===== src/rtl/framebuffer_write_arbiter.sv =====
// -----------------------------------------------------------------------------
// framebuffer_write_arbiter
//
// Merges pixel writes from the line-draw accelerator (XL_*) and from the CPU
// MMIO path into the single framebuffer write port. The accelerator has no
// backpressure, so it always wins a cycle. CPU writes are queued in a small
// FIFO and drained in cycles where XL_wr_en is low. Writes whose address lies
// beyond the framebuffer are discarded and reported through a sticky flag.
//
// Ports
//   clk, rst_n          clock (posedge) and synchronous active-low reset
//   XL_wr_en/addr/data  accelerator write strobe, address, data (no ready)
//   cpu_wr_valid/ready  CPU write handshake; a write is accepted on valid&ready
//   cpu_wr_addr/data    CPU write address, data
//   fb_wr_en/addr/data  registered framebuffer write port
//   fifo_level          current CPU FIFO occupancy
//   err_oob             sticky out-of-range flag
//   err_clr             clears err_oob; a new out-of-range write takes priority
// -----------------------------------------------------------------------------
module framebuffer_write_arbiter #(
    parameter int mem_width      = 1,
    parameter int mem_depth      = 786432,
    parameter int mem_addr_width = $clog2(mem_depth),
    parameter int FIFO_DEPTH     = 8
) (
    input  logic                          clk,
    input  logic                          rst_n,
    input  logic                          XL_wr_en,
    input  logic [mem_addr_width-1:0]     XL_wr_addr,
    input  logic [mem_width-1:0]          XL_wr_data,
    input  logic                          cpu_wr_valid,
    output logic                          cpu_wr_ready,
    input  logic [mem_addr_width-1:0]     cpu_wr_addr,
    input  logic [mem_width-1:0]          cpu_wr_data,
    output logic                          fb_wr_en,
    output logic [mem_addr_width-1:0]     fb_wr_addr,
    output logic [mem_width-1:0]          fb_wr_data,
    output logic [$clog2(FIFO_DEPTH):0]   fifo_level,
    output logic                          err_oob,
    input  logic                          err_clr
);

    localparam int PTR_W = $clog2(FIFO_DEPTH);

    // One extra bit so mem_depth itself is representable for the range check.
    localparam logic [mem_addr_width:0] ADDR_LIMIT = (mem_addr_width+1)'(mem_depth);
    localparam logic [PTR_W:0]          FULL_LEVEL = (PTR_W+1)'(FIFO_DEPTH);

    logic [mem_addr_width-1:0] fifo_addr [FIFO_DEPTH];
    logic [mem_width-1:0]      fifo_data [FIFO_DEPTH];
    logic [PTR_W-1:0]          wr_ptr;
    logic [PTR_W-1:0]          rd_ptr;

    logic                      push;
    logic                      pop;
    logic                      sel_valid;
    logic                      sel_oob;
    logic [mem_addr_width-1:0] sel_addr;
    logic [mem_width-1:0]      sel_data;

    // Ready depends only on the registered level; rst_n only gates it so no
    // request looks accepted while the block is held in reset.
    assign cpu_wr_ready = rst_n && (fifo_level < FULL_LEVEL);
    assign push         = cpu_wr_valid && cpu_wr_ready;

    // Source selection: accelerator first, otherwise the FIFO head.
    always_comb begin
        pop       = 1'b0;
        sel_valid = 1'b0;
        sel_addr  = XL_wr_addr;
        sel_data  = XL_wr_data;
        if (XL_wr_en) begin
            sel_valid = 1'b1;
        end else if (fifo_level != '0) begin
            pop       = 1'b1;
            sel_valid = 1'b1;
            sel_addr  = fifo_addr[rd_ptr];
            sel_data  = fifo_data[rd_ptr];
        end
        // An out-of-range head is still popped; it is just never written.
        sel_oob = sel_valid && ({1'b0, sel_addr} >= ADDR_LIMIT);
    end

    // NOTE: the FIFO storage carries no reset; the pointers and level alone
    // define which entries are live, so stale contents are never observed.
    always_ff @(posedge clk) begin
        if (push) begin
            fifo_addr[wr_ptr] <= cpu_wr_addr;
            fifo_data[wr_ptr] <= cpu_wr_data;
        end
    end

    // NOTE: all state here is updated with non-blocking assignments so every
    // register samples the pre-edge values regardless of statement order.
    always_ff @(posedge clk) begin
        if (!rst_n) begin
            wr_ptr     <= '0;
            rd_ptr     <= '0;
            fifo_level <= '0;
            fb_wr_en   <= 1'b0;
            fb_wr_addr <= '0;
            fb_wr_data <= '0;
            err_oob    <= 1'b0;
        end else begin
            // FIFO_DEPTH is a power of two, so natural overflow wraps pointers.
            if (push) wr_ptr <= wr_ptr + 1'b1;
            if (pop)  rd_ptr <= rd_ptr + 1'b1;

            case ({push, pop})
                2'b10:   fifo_level <= fifo_level + 1'b1;
                2'b01:   fifo_level <= fifo_level - 1'b1;
                default: fifo_level <= fifo_level;
            endcase

            // Address/data hold their last written values on idle or
            // discarded cycles.
            fb_wr_en <= sel_valid && !sel_oob;
            if (sel_valid && !sel_oob) begin
                fb_wr_addr <= sel_addr;
                fb_wr_data <= sel_data;
            end

            if (sel_oob)      err_oob <= 1'b1;
            else if (err_clr) err_oob <= 1'b0;
        end
    end

endmodule


===== config.mk =====
export PLATFORM = sky130hd
export DESIGN_NAME = framebuffer_write_arbiter
export DESIGN_NICKNAME = d
export VERILOG_FILES = /design/src/rtl/framebuffer_write_arbiter.sv
export SDC_FILE = /design/constraint.sdc
export NUM_CORES = 1
export LEC_CHECK = 0
export CAP_MARGIN = 10
export CORE_ASPECT_RATIO = 0.7
export CORE_MARGIN = 1.5
export CORE_UTILIZATION = 40
export DETAILED_ROUTE_END_ITERATION = 7
export GPL_TIMING_DRIVEN = 1
export PLACE_DENSITY_LB_ADDON = 0.08
export SYNTH_ARGS = -nofsm -noshare
export SYNTH_HDL_FRONTEND = slang
export SYNTH_SLANG_ARGS = --single-unit

===== constraint.sdc =====
create_clock -name clk -period 3.1 [get_ports clk]
set_input_delay 0.31 -clock clk [delete_from_list [all_inputs] [get_ports clk]]
set_output_delay 0.31 -clock clk [all_outputs]
set_load 0.01 [all_outputs]

Word-level counts from Yosys, hierarchy flattened. Memories as Yosys holds them, arrays and structs flattened. A register that Yosys moved wholly into a read port is not among the register bits. Index checks and enable logic that the tools add are counted.

$add $sub $neg: 4. Magnitude comparators: 2. Equality and inequality tests: 2. Muxes and demuxes: 16. Reduce and logical (&&, ||, !) cells: 8.

Operator list (count): 20-bit 2-to-1 mux (2); 20-bit >= comparator, second input constant (1); 3-bit 2-to-1 mux (4); 1-bit 2-to-1 mux (9); 4-bit case mux with 2 select lines (1); 3-bit by 1-bit adder with 3-bit output, second input constant (2); 4-bit by 1-bit adder with 4-bit output, second input constant (1); 1-bit logical AND (4); 4-bit < comparator, second input constant (1); 2-bit nonzero test (2); 4-bit nonzero test (1); 4-bit by 1-bit subtractor with 4-bit output, second input constant (1); 2-bit by 1-bit equality test with 1-bit output, second input constant (1); 2-bit equality test, second input constant (1); 1-bit logical NOT (1).

Flip-flop bits (word level): 33. Bits in writable memories: 168. Input port bits: 47. Output and inout port bits: 28. Logic and storage cells: 41. Memories kept: 2.

Memories: fifo_addr (depth 8, bits a word 20, rd ports 1, clocked after Yosys merged registers in 1, write ports 1, line 49) `logic [mem_addr_width-1:0] fifo_addr [FIFO_DEPTH];`; fifo_data (depth 8, bits a word 1, rd ports 1, clocked after Yosys merged registers in 1, write ports 1, line 50) `logic [mem_width-1:0] fifo_data [FIFO_DEPTH];`.

Depth between registers and ports, before layout.
Word-level depth: 7. Gate-level depth with buffers: 12. Mapped depth without buffers: 10.

Least setup slack after synthesis. No wires, ideal clock.

Kind: input-to-reg. From: input port rst_n. To: memory fifo_addr[0][0] in the netlist's numbering (enable). Setup time: 0.425 ns. Arrival time: 2.688 ns. Path slack: -0.013 ns. Cell stages on the path: 5. Path through: clkbuf_1 -> nor2b_1 -> and2_0 -> nand2b_1 -> nor3_1.

Cells in the longest elaborated chain, start to end: 4.

Ends and longest elaborated chain: start, declared (line 27) `input logic rst_n,`; 1-bit logical AND (line 63) `assign cpu_wr_ready = rst_n && (fifo_level < FULL_LEVEL);`; named net cpu_wr_ready (line 32) `output logic cpu_wr_ready,`; 1-bit logical AND (line 64) `assign push = cpu_wr_valid && cpu_wr_ready;`; 1-bit 2-to-1 mux (line 87) `if (push) begin`; 1-bit 2-to-1 mux (not written as such) (line 88) `fifo_addr[wr_ptr] <= cpu_wr_addr;`; end, declared (line 49).

The timed path passes the listed nets, and every way through them passes these cells.

Worst setup path after layout.
From: register fifo_level[0]. To: register fifo_level[3].

Cells in the longest elaborated chain, start to end: 5. Elaborated cells on any way between the ends: 12. Those cells by class: add/sub (2); order compare (1); eq/ne (2); mux (3); reduce/logical (4).

Ends and longest elaborated chain: start, declared (line 38) `output logic [$clog2(FIFO_DEPTH):0] fifo_level,`; start signal, assigned (line 110) `2'b10: fifo_level <= fifo_level + 1'b1;`; start signal, assigned (line 111) `2'b01: fifo_level <= fifo_level - 1'b1;`; start signal, assigned (line 112) `default: fifo_level <= fifo_level;`; 4-bit < comparator / 4-bit nonzero test (equally long branches) (line 63, 74); 1-bit logical AND / 1-bit 2-to-1 mux (equally long branches) (line 63, 74); 1-bit logical AND / 1-bit 2-to-1 mux (equally long branches) (line 64, 72); 2-bit by 1-bit equality test with 1-bit output / 2-bit equality test (equally long branches) (line 109) `case ({push, pop})`; 4-bit case mux with 2 select lines / 2-bit nonzero test (equally long branches).

Parallel ways exist; a longest one is shown, timed or not. A chain may end at the register's enable or synchronous reset.

==> impl_metrics.env <==
export IMPL_holdPathEnd="err_oob"
export IMPL_peakVddDrop_v=0.000327
export IMPL_synth_mux_area_share_pct=16.7
export IMPL_place_port_buffers=74
export IMPL_ff_latch_area_mm2=0.00577
export IMPL_flow_area_growth_from_synthesis_pct=22.4
export IMPL_gp_routability_congestion=0.743
export IMPL_multi_input_area_mm2=0.00215
export IMPL_endpoint_kind="flip-flop"
export IMPL_cts_buffer_depth=3
export IMPL_period_needed_ns=2.53
export IMPL_tightest_slew_ns=0.614
export IMPL_via_per_inst=5.07
export IMPL_r2r_slack_ns=0.57
export IMPL_ys_seq_area_share_pct=71.7
export IMPL_netlist_area_mm2=0.00804
export IMPL_drv_cap=0
export IMPL_power_density_mw_per_mm2=747
export IMPL_fill_cells=1684
export IMPL_cp_required_ns=3.51
export IMPL_hp_start="err_clr"
export IMPL_fin_setup_tns_ns=0
export IMPL_final_area_mm2=0.00984
export IMPL_cts_buffers=21
export IMPL_diodes=0
export IMPL_grt_use_met1_pct=26.3
export IMPL_final_cell_mix="edfxtp_1 (168), clkdlybuf4s50_1 (73), nand2_1 (51)"
export IMPL_worst_path_max_fanout=18
export IMPL_timing_rr_start="fifo_level[0]"
export IMPL_grt_ovfl_total=0
export IMPL_p_leak_nw=3.14
export IMPL_synth_top_family_by_area="multiplexers"
export IMPL_final_common_cell="edfxtp_1"
export IMPL_grt_pass1_wl_um=25100
export IMPL_pin_count=75
export IMPL_clkSlewWorstSetupHoldPaths_ns=0.06
export IMPL_postCtsSetupRepairBufs=0
export IMPL_synth_compound_area_share_pct=3.63
export IMPL_dieWidth_um=172
export IMPL_busiest_layer="met1"
export IMPL_fin_crit_sh_pct=81.8
export IMPL_drv_slew=0
export IMPL_wl_um=16600
export IMPL_reg2regPathDepth=9
export IMPL_met3_usage_pct=2.86
export IMPL_cts_root_buffer_cell="clkbuf_16"
export IMPL_fmax_ghz=0.395
export IMPL_netlist_instances=453
export IMPL_tritoncts="built"
export IMPL_synth_avg_cell_area_um2=17.7
export IMPL_hold_viol_final=0
export IMPL_ant_nets=0
export IMPL_drc=0
export IMPL_drt_iter0_drc=373
export IMPL_row_count=43
export IMPL_dieHeight_um=122
export IMPL_num_vias=4221
export IMPL_synth_adder_area_share_pct=0.778
export IMPL_reg2reg_to="fifo_level[3]"
export IMPL_nNetsFinal=602
export IMPL_hold_class="in2reg"
export IMPL_first_pass_iters=4
export IMPL_rsz0062_at_grt="false"
export IMPL_grt_usage_pct=16.5
export IMPL_synth_nets=505
export IMPL_hpwl_um=10800
export IMPL_setup_viol=0
export IMPL_synth_simple_area_share_pct=4.65
export IMPL_antenna_found_initial=0
export IMPL_drive_above_1_share_pct=18.8
export IMPL_cts_resized=0
export IMPL_cts_hold_buf=0
export IMPL_place_area_mm2=0.00922
export IMPL_slew_limit_headroom_pct=59.0
export IMPL_crit_type="reg2reg"
export IMPL_clkSinkCount=204
export IMPL_arrival_ns=2.95
export IMPL_synth_ff_latch_count=204
export IMPL_cts_max_level=1
export IMPL_finClkSkew_ns=0.00806
export IMPL_yosysWarnings=0
export IMPL_use_met2_pct=23.3
export IMPL_initial_core_util_pct=40.7
export IMPL_clock_latency_ns=0.48
export IMPL_wl_per_cell_um=20.0
export IMPL_cp_start_kind="flip-flop"
export IMPL_utilization_pct=49.8
export IMPL_outcome="completed"
export IMPL_grt_pass1_vias=4211
export IMPL_grt_max_degree=54
export IMPL_die_area_mm2=0.0210
export IMPL_yosys_area_share_xor_xnor_pct=0.654
export IMPL_core_area_mm2=0.0197
export IMPL_synth_distinct_cells=34
export IMPL_hold_depth=2
[layout make-up]
| cell class | count | share of cell area (%) |
|---|---|---|
| Inverter | 5 | 0.191 |
| Timing Repair Buffer | 100 | 9.59 |
| Sequential cell | 204 | 58.6 |
| Multi-Input combinational cell | 218 | 21.9 |
| Clock buffer | 29 | 5.64 |
| Tap cell | 270 | 3.43 |
| Clock inverter | 7 | 0.661 |
[synthesized netlist by cell type]
master | instances | area [um2]
buf_6 | 3 | 33.8
or2_1 | 1 | 6.26
dfxtp_1 | 36 | 721
clkbuf_1 | 11 | 41.3
o311a_1 | 1 | 10.0
inv_2 | 1 | 3.75
a211oi_1 | 1 | 7.51
edfxtp_1 | 168 | 5040
nand2_1 | 51 | 191
nor2_1 | 9 | 33.8
mux2i_1 | 44 | 440
a21oi_1 | 5 | 25.0
inv_1 | 4 | 15.0
ha_1 | 5 | 62.6
or3_1 | 2 | 12.5
o32ai_1 | 1 | 8.76
buf_2 | 10 | 50.1
nor4_1 | 1 | 6.26
nor4bb_1 | 2 | 20.0
nor3_1 | 2 | 10.0
nand2b_1 | 3 | 18.8
buf_1 | 2 | 7.51
a21boi_0 | 3 | 22.5
xor2_1 | 2 | 17.5
o21ai_0 | 5 | 25.0
a41oi_2 | 1 | 16.3
xnor2_1 | 4 | 35.0
o211ai_1 | 19 | 143
mux4_2 | 40 | 901
o21a_1 | 1 | 7.51
and2_0 | 1 | 6.26
and2_1 | 6 | 37.5
nor2b_1 | 5 | 31.3
a32oi_1 | 3 | 26.3
[stage by stage]
| stage | hold WS, ns | setup WS (ns) | total power, W | cells |
|---|---|---|---|---|
| global route | 0.369 | 0.341 | 0.00770 | 833 |
| floorplan | 0.408 | 0.00252 | 0.00446 | 453 |
| finish | 0.381 | 0.565 | 0.00735 | 833 |
| detailed placement | 0.449 | 0.309 | 0.00513 | 797 |
| CTS | 0.366 | 0.535 | 0.00745 | 833 |
| global placement | 0.443 | 0.378 | 0.00512 | 797 |
[worst max-delay path by stage]
stage                       start              end  slack (ns)  depth (start not counted)
detailed placement       XL_wr_en    fifo_level[3]        0.31                          9
floorplan                   rst_n  fifo_addr[1][0]       0.003                          5
CTS                 fifo_level[0]    fifo_level[2]        0.53                         10
global route        fifo_level[1]    fifo_level[3]        0.34                          9
finish              fifo_level[0]    fifo_level[3]        0.57                          9
global placement         XL_wr_en    fifo_level[3]        0.38                          9
[registers in the layout (all words and copies together), names as in the netlist, named ones only]
name and count:
fifo_data 8, wr_ptr 3, rd_ptr 3, fifo_level 4
fb_wr_en 1, fifo_addr 160, err_oob 1, fb_wr_data 1
fb_wr_addr 20
[critical path: stages, from the launching register on]
cell and delay (ns):
dfxtp_1 0.46, nor4_1 0.10, or2_1 0.29, inv_2 0.25, ha_1 0.31, nor4bb_1 0.32, a21oi_1 0.08, o21a_1 0.18
or3_1 0.31, a21boi_0 0.17
[kinds of logic after synthesis]
group | Yosys count
multiplexers | 84
XOR/XNOR | 6
adder cells (fa/ha/maj) | 5
buffers and inverters | 31
flip-flops | 204
AND/OR/NAND/NOR | 83
AO/OA/AOI/OAI | 40
[layer usage]
layer | routed length, um | part of all wire [%]
met5 | 0 | 0
met4 | 308 | 1.9
met3 | 1110 | 6.6
met2 | 6980 | 42
met1 | 8250 | 50
[where the power goes]
group | internal, W | total (W) | switching (W)
Combinational | 0.000914 | 0.00174 | 0.000829
Clock | 0.00134 | 0.00231 | 0.000975
Sequential | 0.00316 | 0.00330 | 0.000137
Total | 0.00541 | 0.00735 | 0.00194
(Power assumes the default switching activity.)
